**config.mk**
```make
export PLATFORM = sky130hd
export DESIGN_NAME = mips_multicycle_core
export DESIGN_NICKNAME = d
export VERILOG_FILES = /design/src/rtl/mips_multicycle_core.sv
export SDC_FILE = /design/constraint.sdc
export NUM_CORES = 2
export LEC_CHECK = 0
export CORE_MARGIN = 3
export CORE_UTILIZATION = 40
export CTS_BUF_LIST = sky130_fd_sc_hd__clkbuf_16
export DETAILED_ROUTE_END_ITERATION = 10
export GPL_ROUTABILITY_DRIVEN = 0
export PLACE_DENSITY = 0.59
export SKIP_CTS_REPAIR_TIMING = 1
export SYNTH_ARGS = -nofsm -noshare
export SYNTH_HDL_FRONTEND = slang
export SYNTH_SLANG_ARGS = --single-unit
```
**constraint.sdc**
```tcl
create_clock -name clk -period 6.58 [get_ports clk]
set_input_delay 0.658 -clock clk [delete_from_list [all_inputs] [get_ports clk]]
set_output_delay 0.658 -clock clk [all_outputs]
set_load 0.02 [all_outputs]
```
**src/rtl/mips_multicycle_core.sv**
```systemverilog
// Multicycle MIPS core: FETCH/DECODE/EXECUTE/WRITEBACK over a req/ack instruction port.
// Latency: 4 cycles per ALU op (3 for branches/illegal) plus one per fetch wait cycle; one idle cycle after reset release.
// Backpressure: holds imem_req_o with a stable address until imem_ack_i; ack is ignored while req is low.
// Optional feature: define MIPS_MC_BRANCH_EN to evaluate beq/bne; otherwise they retire as legal NOPs.
module mips_multicycle_core #(
    parameter logic [31:0] PC_RESET        = 32'h0040_0000,
    parameter int          IMEM_ADDR_WIDTH = 32
) (
    input  logic                       clk,
    input  logic                       reset,
    output logic                       imem_req_o,
    output logic [IMEM_ADDR_WIDTH-1:0] imem_addr_o,
    input  logic                       imem_ack_i,
    input  logic [31:0]                imem_rdata_i,
    output logic [31:0]                pc_o,
    output logic [31:0]                alu_result_o,
    output logic                       retire_o,
    output logic                       illegal_o
);

    typedef enum logic [1:0] {
        S_FETCH     = 2'd0,
        S_DECODE    = 2'd1,
        S_EXECUTE   = 2'd2,
        S_WRITEBACK = 2'd3
    } state_t;

    localparam logic [5:0] OP_RTYPE = 6'h00;
    localparam logic [5:0] OP_BEQ   = 6'h04;
    localparam logic [5:0] OP_BNE   = 6'h05;
    localparam logic [5:0] OP_ADDI  = 6'h08;
    localparam logic [5:0] OP_ORI   = 6'h0D;

    localparam logic [5:0] FN_SLL = 6'h00;
    localparam logic [5:0] FN_SRL = 6'h02;
    localparam logic [5:0] FN_ADD = 6'h20;
    localparam logic [5:0] FN_SUB = 6'h22;
    localparam logic [5:0] FN_AND = 6'h24;
    localparam logic [5:0] FN_OR  = 6'h25;
    localparam logic [5:0] FN_NOR = 6'h27;

    state_t      r_state;
    state_t      w_state_nxt;
    logic        r_req;
    logic [31:0] r_pc;
    logic [31:0] r_ir;
    logic [31:0] r_a;
    logic [31:0] r_b;
    logic [31:0] r_imm;
    logic [31:0] r_alu;
    logic [31:0] r_alu_result;
    logic [31:0] r_rf [0:31];

    logic [5:0]  w_opcode;
    logic [4:0]  w_rs;
    logic [4:0]  w_rt;
    logic [4:0]  w_rd;
    logic [4:0]  w_shamt;
    logic [5:0]  w_funct;
    logic [15:0] w_imm16;
    logic [4:0]  w_dest;

    logic        w_legal;
    logic        w_is_branch;
    logic        w_is_rtype;
    logic        w_use_zext;
    logic        w_taken;
    logic [31:0] w_alu;
    logic [31:0] w_pc_plus4;
    logic [31:0] w_br_target;
    logic        w_fetch_done;
    logic        w_retire;
    logic        w_illegal;

    assign w_opcode = r_ir[31:26];
    assign w_rs     = r_ir[25:21];
    assign w_rt     = r_ir[20:16];
    assign w_rd     = r_ir[15:11];
    assign w_shamt  = r_ir[10:6];
    assign w_funct  = r_ir[5:0];
    assign w_imm16  = r_ir[15:0];
    assign w_dest   = w_is_rtype ? w_rd : w_rt;

    assign w_pc_plus4   = r_pc + 32'd4;
    assign w_br_target  = w_pc_plus4 + {r_imm[29:0], 2'b00};
    // An ack only counts while a request is actually outstanding.
    assign w_fetch_done = r_req && imem_ack_i;

    assign imem_req_o   = r_req;
    assign imem_addr_o  = r_pc[IMEM_ADDR_WIDTH-1:0];
    assign pc_o         = r_pc;
    assign alu_result_o = r_alu_result;
    assign retire_o     = w_retire;
    assign illegal_o    = w_illegal;

    // Instruction decode and ALU; operands are the registered A/B/imm values.
    always_comb begin
        w_legal     = 1'b0;
        w_is_branch = 1'b0;
        w_is_rtype  = 1'b0;
        w_use_zext  = 1'b0;
        w_alu       = 32'd0;
        case (w_opcode)
            OP_RTYPE: begin
                w_is_rtype = 1'b1;
                w_legal    = 1'b1;
                case (w_funct)
                    FN_ADD:  w_alu = r_a + r_b;
                    FN_SUB:  w_alu = r_a - r_b;
                    FN_AND:  w_alu = r_a & r_b;
                    FN_OR:   w_alu = r_a | r_b;
                    FN_NOR:  w_alu = ~(r_a | r_b);
                    FN_SLL:  w_alu = r_b << w_shamt;
                    FN_SRL:  w_alu = r_b >> w_shamt;
                    default: w_legal = 1'b0;
                endcase
            end
            OP_ADDI: begin
                w_legal = 1'b1;
                w_alu   = r_a + r_imm;
            end
            OP_ORI: begin
                w_legal    = 1'b1;
                w_use_zext = 1'b1;
                w_alu      = r_a | r_imm;
            end
            OP_BEQ, OP_BNE: begin
                w_legal     = 1'b1;
                w_is_branch = 1'b1;
            end
            default: w_legal = 1'b0;
        endcase
    end

    // Branch resolution; without the branch feature beq/bne always fall through.
    always_comb begin
        w_taken = 1'b0;
`ifdef MIPS_MC_BRANCH_EN
        if (w_opcode == OP_BEQ) begin
            w_taken = (r_a == r_b);
        end else if (w_opcode == OP_BNE) begin
            w_taken = (r_a != r_b);
        end
`endif
    end

    // State register.
    always_ff @(posedge clk or negedge reset) begin
        if (!reset) begin
            r_state <= S_FETCH;
        end else begin
            r_state <= w_state_nxt;
        end
    end

    // Next-state logic plus the retire/illegal pulses of the final cycle.
    always_comb begin
        w_state_nxt = r_state;
        w_retire    = 1'b0;
        w_illegal   = 1'b0;
        case (r_state)
            S_FETCH: begin
                if (w_fetch_done) begin
                    w_state_nxt = S_DECODE;
                end
            end
            S_DECODE: begin
                w_state_nxt = S_EXECUTE;
            end
            S_EXECUTE: begin
                if (!w_legal) begin
                    w_state_nxt = S_FETCH;
                    w_retire    = 1'b1;
                    w_illegal   = 1'b1;
                end else if (w_is_branch) begin
                    w_state_nxt = S_FETCH;
                    w_retire    = 1'b1;
                end else begin
                    w_state_nxt = S_WRITEBACK;
                end
            end
            S_WRITEBACK: begin
                w_state_nxt = S_FETCH;
                w_retire    = 1'b1;
            end
            default: w_state_nxt = S_FETCH;
        endcase
    end

    // Fetch request: high in every FETCH cycle, dropped after the accepting edge.
    // Registered so it is low during reset and for the first cycle after release.
    always_ff @(posedge clk or negedge reset) begin
        if (!reset) begin
            r_req <= 1'b0;
        end else begin
            r_req <= (w_state_nxt == S_FETCH);
        end
    end

    // Datapath registers: IR, operands, ALU latch, PC and retired result.
    always_ff @(posedge clk or negedge reset) begin
        if (!reset) begin
            r_ir         <= 32'd0;
            r_a          <= 32'd0;
            r_b          <= 32'd0;
            r_imm        <= 32'd0;
            r_alu        <= 32'd0;
            r_pc         <= PC_RESET;
            r_alu_result <= 32'd0;
        end else begin
            case (r_state)
                S_FETCH: begin
                    if (w_fetch_done) begin
                        r_ir <= imem_rdata_i;
                    end
                end
                S_DECODE: begin
                    r_a   <= r_rf[w_rs];
                    r_b   <= r_rf[w_rt];
                    r_imm <= w_use_zext ? {16'd0, w_imm16} : {{16{w_imm16[15]}}, w_imm16};
                end
                S_EXECUTE: begin
                    r_alu <= w_alu;
                    if (!w_legal || w_is_branch) begin
                        r_pc <= w_taken ? w_br_target : w_pc_plus4;
                    end
                end
                S_WRITEBACK: begin
                    r_alu_result <= r_alu;
                    r_pc         <= w_pc_plus4;
                end
                default: ;
            endcase
        end
    end

    // Register file write port; $0 is never written so it always reads 0.
    always_ff @(posedge clk or negedge reset) begin
        if (!reset) begin
            for (int i = 0; i < 32; i++) begin
                r_rf[i] <= 32'd0;
            end
        end else if (r_state == S_WRITEBACK && w_dest != 5'd0) begin
            r_rf[w_dest] <= r_alu;
        end
    end

endmodule
```
After elaboration in Yosys (flattened, before gate mapping) --
Index checks and enable logic that the tools add are counted.
Storage, ports and cells: register bits after elaboration 1251, bits in latches 0, memory bits (writable) 0, memory bits (read-only) 0, bits of input ports 35, output and inout port bits 99, logic and storage cells 117, memories kept 0
Operators by class: add/sub/neg operators 4, $mul 0, div/mod/pow operators 0, magnitude comparators 4, equality and inequality tests 14, shift operators 2, muxes and demuxes 29, bitwise logic cells 7, reduce and logical (&&, ||, !) cells 16
Operators by type and width (number):
- bitwise mux 1024 bit | 1
- binary-select mux 32 bit (select 5 bit) | 2
- 2-to-1 mux 32 bit | 7
- one-hot mux 32 bit (7 select lines) | 1
- demux 32 bit (select 5 bit) | 1
- one-hot mux 32 bit (3 select lines) | 1
- adder 32 bit | 2
- bitwise OR 32 bit | 2
- one-hot mux 32 bit (2 select lines) | 1
- adder 32 x 3 -> 32 bit, second input constant | 1
- AND 32 bit | 1
- inverter 32 bit | 1
- left shift 32 x 5 -> 32 bit | 1
- right shift 32 x 5 -> 32 bit | 1
- subtractor 32 bit | 1
- == test 6 bit, second input constant | 5
- >= comparator 6 bit, second input constant | 3
- inverter 5 -> 6 bit | 3
- == test 6 x 3 -> 1 bit, second input constant | 2
- == test 6 x 4 -> 1 bit, second input constant | 2
- zero test 6 bit | 2
- 2-to-1 mux 1 bit | 8
- one-hot mux 2 bit (4 select lines) | 1
- OR reduction 7 bit | 1
- 17 further kinds | 25

Logic depth before layout (Yosys ltp) --
depth in word-level cells 9, depth in mapped cells 21, gate-level depth less buffers 19

Worst setup path before layout --
Ideal clock, no wire load.
path kind register -> register, start reg r_b[5], end reg r_alu[29], library setup time 142 ps, arrival time 4142 ps, data required time 6438 ps, path slack 2296 ps, cell stages (with the launch flop) 22, path buffers 2, period minus slack after synthesis 4284 ps, cell sequence dfrtp_1 buf_6 or4_4 nor3_4 nand2_1 nor2_1 nand2_1 or4_4 nand2_1 xor2_1 ha_1 clkbuf_1 a21oi_1 o21ai_0 a31o_2 a31oi_1 a211oi_1 a211o_1 a21o_1 a211o_1 nand2_1 o221ai_1
Between the ends: word-level cells in the longest chain between the ends 3, elaborated cells between the ends (all ways) 6, classes of those cells add/sub (2); shift (2); mux (2)
Ends and longest elaborated chain:
- start: declaration | line 48 | logic [31:0] r_b;
- start signal: assignment | line 219 | r_b <= r_rf[w_rt];
- subtractor 32 bit (tied with other cells) | line 109 | FN_SUB: w_alu = r_a - r_b;
- one-hot mux 32 bit (7 select lines) (*) | line 107 | case (w_funct)
- one-hot mux 32 bit (3 select lines) (*) | line 103 | case (w_opcode)
- end signal: assignment | line 223 | r_alu <= w_alu;
- end: declaration | line 50 | logic [31:0] r_alu;
Mark *: on every way between the ends. The rest lies on a longest branch, timed or not. A chain may end at the register's enable or synchronous reset.

Worst setup path after layout --
start reg r_ir[2], end reg r_alu[26]
Between the ends: word-level cells in the longest chain between the ends 3, elaborated cells between the ends (all ways) 9, classes of those cells eq/ne (6); mux (2); reduce/logical (1)
Ends and longest elaborated chain:
- start: declaration | line 46 | logic [31:0] r_ir;
- start signal: assignment | line 214 | r_ir <= imem_rdata_i;
- == test 6 x 2 -> 1 bit (tied with other cells) | line 107
- one-hot mux 32 bit (7 select lines) (*) | line 107
- one-hot mux 32 bit (3 select lines) (*) | line 103
Marks and branches as above.

==> flow_summary.yaml <==
clock_tree:
  cts-root-buf: "clkbuf_16"
  cts_buffer_depth: 3
  clock_sinks: 1234
  cts.clk_slew.worst_paths_ns: 0.07
  cts_tree: "done"
  cts_made_buffers: 139
  clk_latency_ns: 0.80
  htree_levels: 4
worst_setup_path:
  critPathArrivalTime_ns: 5.65
  cp_max_fo: 12
  timing.critical_path.to: "r_alu[26]$_DFFE_PN0P_"
  slowest_delay_ns: 0.76
  rrSetupSlack_ns: 1.62
  crit_start: "r_ir[2]$_DFFE_PN0P_"
  r2r_cells: 17
  worst_setup_path_start_kind: "flop"
  crit_slowest_cell: "nor2_1"
  end_kind: "flop"
  r2r-start: "r_ir[2]$_DFFE_PN0P_"
  rr_endpoint: "r_alu[26]$_DFFE_PN0P_"
  required_ns: 7.27
  path_common_cell: "nor2_1"
  crit_type: "reg -> reg"
  path_cells: "nor2_1, nand3_1, buf_4, nor2_1, nor2_1, xnor2_1, ha_1, a211oi_1, nor2_1, o31ai_1, a21oi_1, o2111ai_1, nand2_1, a211oi_1, xor2_1, o221ai_1, a221o_1"
worst_hold_path:
  hold_class: "reg -> reg"
route:
  vias: 47180
  firstDrtPassIters: 9
  drt-initial-drc-count: 4867
  drc: 0
  postRouteAntennaNets: 0
  avgViaCountPerCell: 6.257
  wl_um: 225700
  avgRoutedWirePerCell_um: 29.93
place:
  io_buffers: 129
  hpwl_um: 139100
sta:
  period_share_pct: 75.39
  worst_pin_slew_ns: 1.329
  fmax_mhz: 201.6
  hold_viol_final: 0
  tns_ns: 0
  skew_ns: 0.03413
  slew_headroom_pct: 11.40
  finalSetupViolCount: 0
  rsz0062_at_grt: "false"
  finalMaxSlewViolations: 0
  min_period_ns: 4.961
  hold_ws_ns: 0.3922
global_routing:
  grt_use_met3_pct: 4.845
  antenna_found_initial: 3
  grt_pass1_vias: 47400
  grt_pass1_wl_um: 332900
  track_usage_pct: 24.71
  grt_use_met1_pct: 34.59
  grt_overflow: 0
  grt_util_met2_pct: 38.39
  grt_max_degree: 164
  grt_busiest_layer: "met2"
finish:
  nets: 5227
  layout-drive-gt1-share_pct: 40.16
  final_cell_mix: "dfrtp_1, mux2_2, mux4_2"
  syn2layout_area_growth_pct: 10.21
  layout_commonest_cell: "dfrtp_1"
floorplan:
  rows: 154
  start_util_pct: 40.29
  core-area_mm2: 0.1765
  die_h_um: 427.6
  pin_count: 134
  die_w_um: 427.6
  die-area_mm2: 0.1829
synth:
  avgSynthCellArea_um2: 13.47
  synth_edf_count: 0
  ys_seq_area_share_pct: 43.43
  synth_cell_types: 92
  synth.cell_area_mm2: 0.07110
  synthFlopType: "dfrtp_1"
  synthArstFlopShare_pct: 100.0
  synthCells: 5277
  yosys_warnings: 0
  ys_seq_elements: 1234
power_and_ir_drop:
  powerDensity_mw_per_mm2: 352.6
  power.leakage_nw: 34.85
  peakVddDrop_v: 0.0003341
status:
  outcome: "finished, final reports clean"
job:
  cap_viol_max_count: 0
## sequential cells by signal, summed over array words and instances (netlist names)
signal        flops
r_rf           1024
alu_result_o     32
r_a              32
r_alu            32
r_b              32
r_ir             32
imem_addr_o      30
r_imm            17
r_state           2
imem_req_o        1
## cell usage after synthesis, types with 11 or more instances
library cell	n	area share, %
o211ai_1	18	0.19
a21oi_1	116	0.82
and3_1	17	0.15
ha_1	98	1.7
a22oi_1	15	0.16
nor2_1	203	1.1
a21o_1	32	0.34
o21ai_0	221	1.6
dfrtp_1	1233	43
o22ai_1	16	0.14
nand2_1	322	1.7
buf_1	52	0.27
nand4_1	11	0.097
o21a_1	15	0.16
nand3_1	27	0.19
nand2b_1	31	0.27
a31oi_1	45	0.40
xnor2_1	61	0.75
nor3_1	29	0.20
clkbuf_1	324	1.7
mux2_2	1050	17
mux4_2	655	21
inv_1	70	0.37
buf_4	45	0.48
o31ai_1	32	0.34
maj3_1	20	0.28
a211oi_1	33	0.35
xor2_1	46	0.57
o221ai_1	20	0.25
buf_2	134	0.94
a221oi_1	13	0.16
mux2i_1	91	1.3
## cell families after synthesis
| family | after synthesis | synth area share [%] |
|---|---|---|
| buffers and inverters | 638 | 3.943 |
| AOI/OAI and AO/OA | 658 | 5.935 |
| other | 1 | 0.005274 |
| xor gates and xnor gates | 107 | 1.318 |
| and+or+nand+nor | 712 | 4.471 |
| DFF | 1234 | 43.43 |
| muxes | 1807 | 38.83 |
| adders and majority gates | 120 | 2.062 |
## report_power, final
part	internal (mW)	switching, mW
sequential	8.14	1.46
combinational	4.07	6.51
clock	4.18	3.27
total	16.4	11.2
## critical path: cells and delay by family (launching register included)
kind                     cells  cell delay, ns
flip-flops                   1            0.44
AND/OR/NAND/NOR              6            1.60
buffers and inverters        1            0.22
AO/OA/AOI/OAI                7            1.87
adder cells (fa/ha/maj)      1            0.37
XOR/XNOR                     2            0.35
## how the worst min path moves through the flow
stage / startpoint / endpoint / slack [ns] / depth (start not counted)
finish: r_rf[1012]$_DFFE_PN0P_ / r_rf[1012]$_DFFE_PN0P_ / 0.39 / 0
global route: r_rf[1002]$_DFFE_PN0P_ / r_rf[1002]$_DFFE_PN0P_ / 0.40 / 0
CTS: reset / r_rf[608]$_DFFE_PN0P_ / -0.15 / 1
detailed placement: r_rf[1004]$_DFFE_PN0P_ / r_rf[1004]$_DFFE_PN0P_ / 0.38 / 0
global placement: r_rf[998]$_DFFE_PN0P_ / r_rf[998]$_DFFE_PN0P_ / 0.38 / 0
floorplan: reset / alu_result_o[0]$_DFFE_PN0P_ / 0.36 / 0
## stage by stage
| stage | power [mW] | util [%] | instance area (um^2) | worst slack, ns | cells |
|---|---|---|---|---|---|
| after floorplan | 16.46 | - | 71120 | 2.296 | 5280 |
| after global placement | 20.13 | 41.96 | 74060 | 1.725 | 7290 |
| after detailed placement | 20.19 | 41.96 | 74060 | 1.696 | 7290 |
| after CTS | 27.71 | 44.39 | 78350 | 1.665 | 7536 |
| after global routing | 28.86 | 44.40 | 78360 | 1.305 | 7537 |
| final | 27.63 | 44.40 | 78370 | 1.619 | 7540 |
## final cells by class
type | count | area (um^2)
timing repair buffer | 234 | 2262
sequential | 1234 | 30920
antenna | 3 | 7.507
multi-input combinational | 3408 | 37680
clock inverter | 105 | 757.0
clock buffer | 141 | 3528
inverter | 75 | 286.5
fill | 15980 | 98130
tap | 2340 | 2928
## per-layer routing
| layer | wire length, um | vias to the layer above |
|---|---|---|
| met5 | 0 | - |
| met2 | 104800 | 1889 |
| li1 | - | 19630 |
| met3 | 16950 | 444 |
| met4 | 8425 | 0 |
| met1 | 95520 | 25220 |
Power figures use the tool's default switching activity.
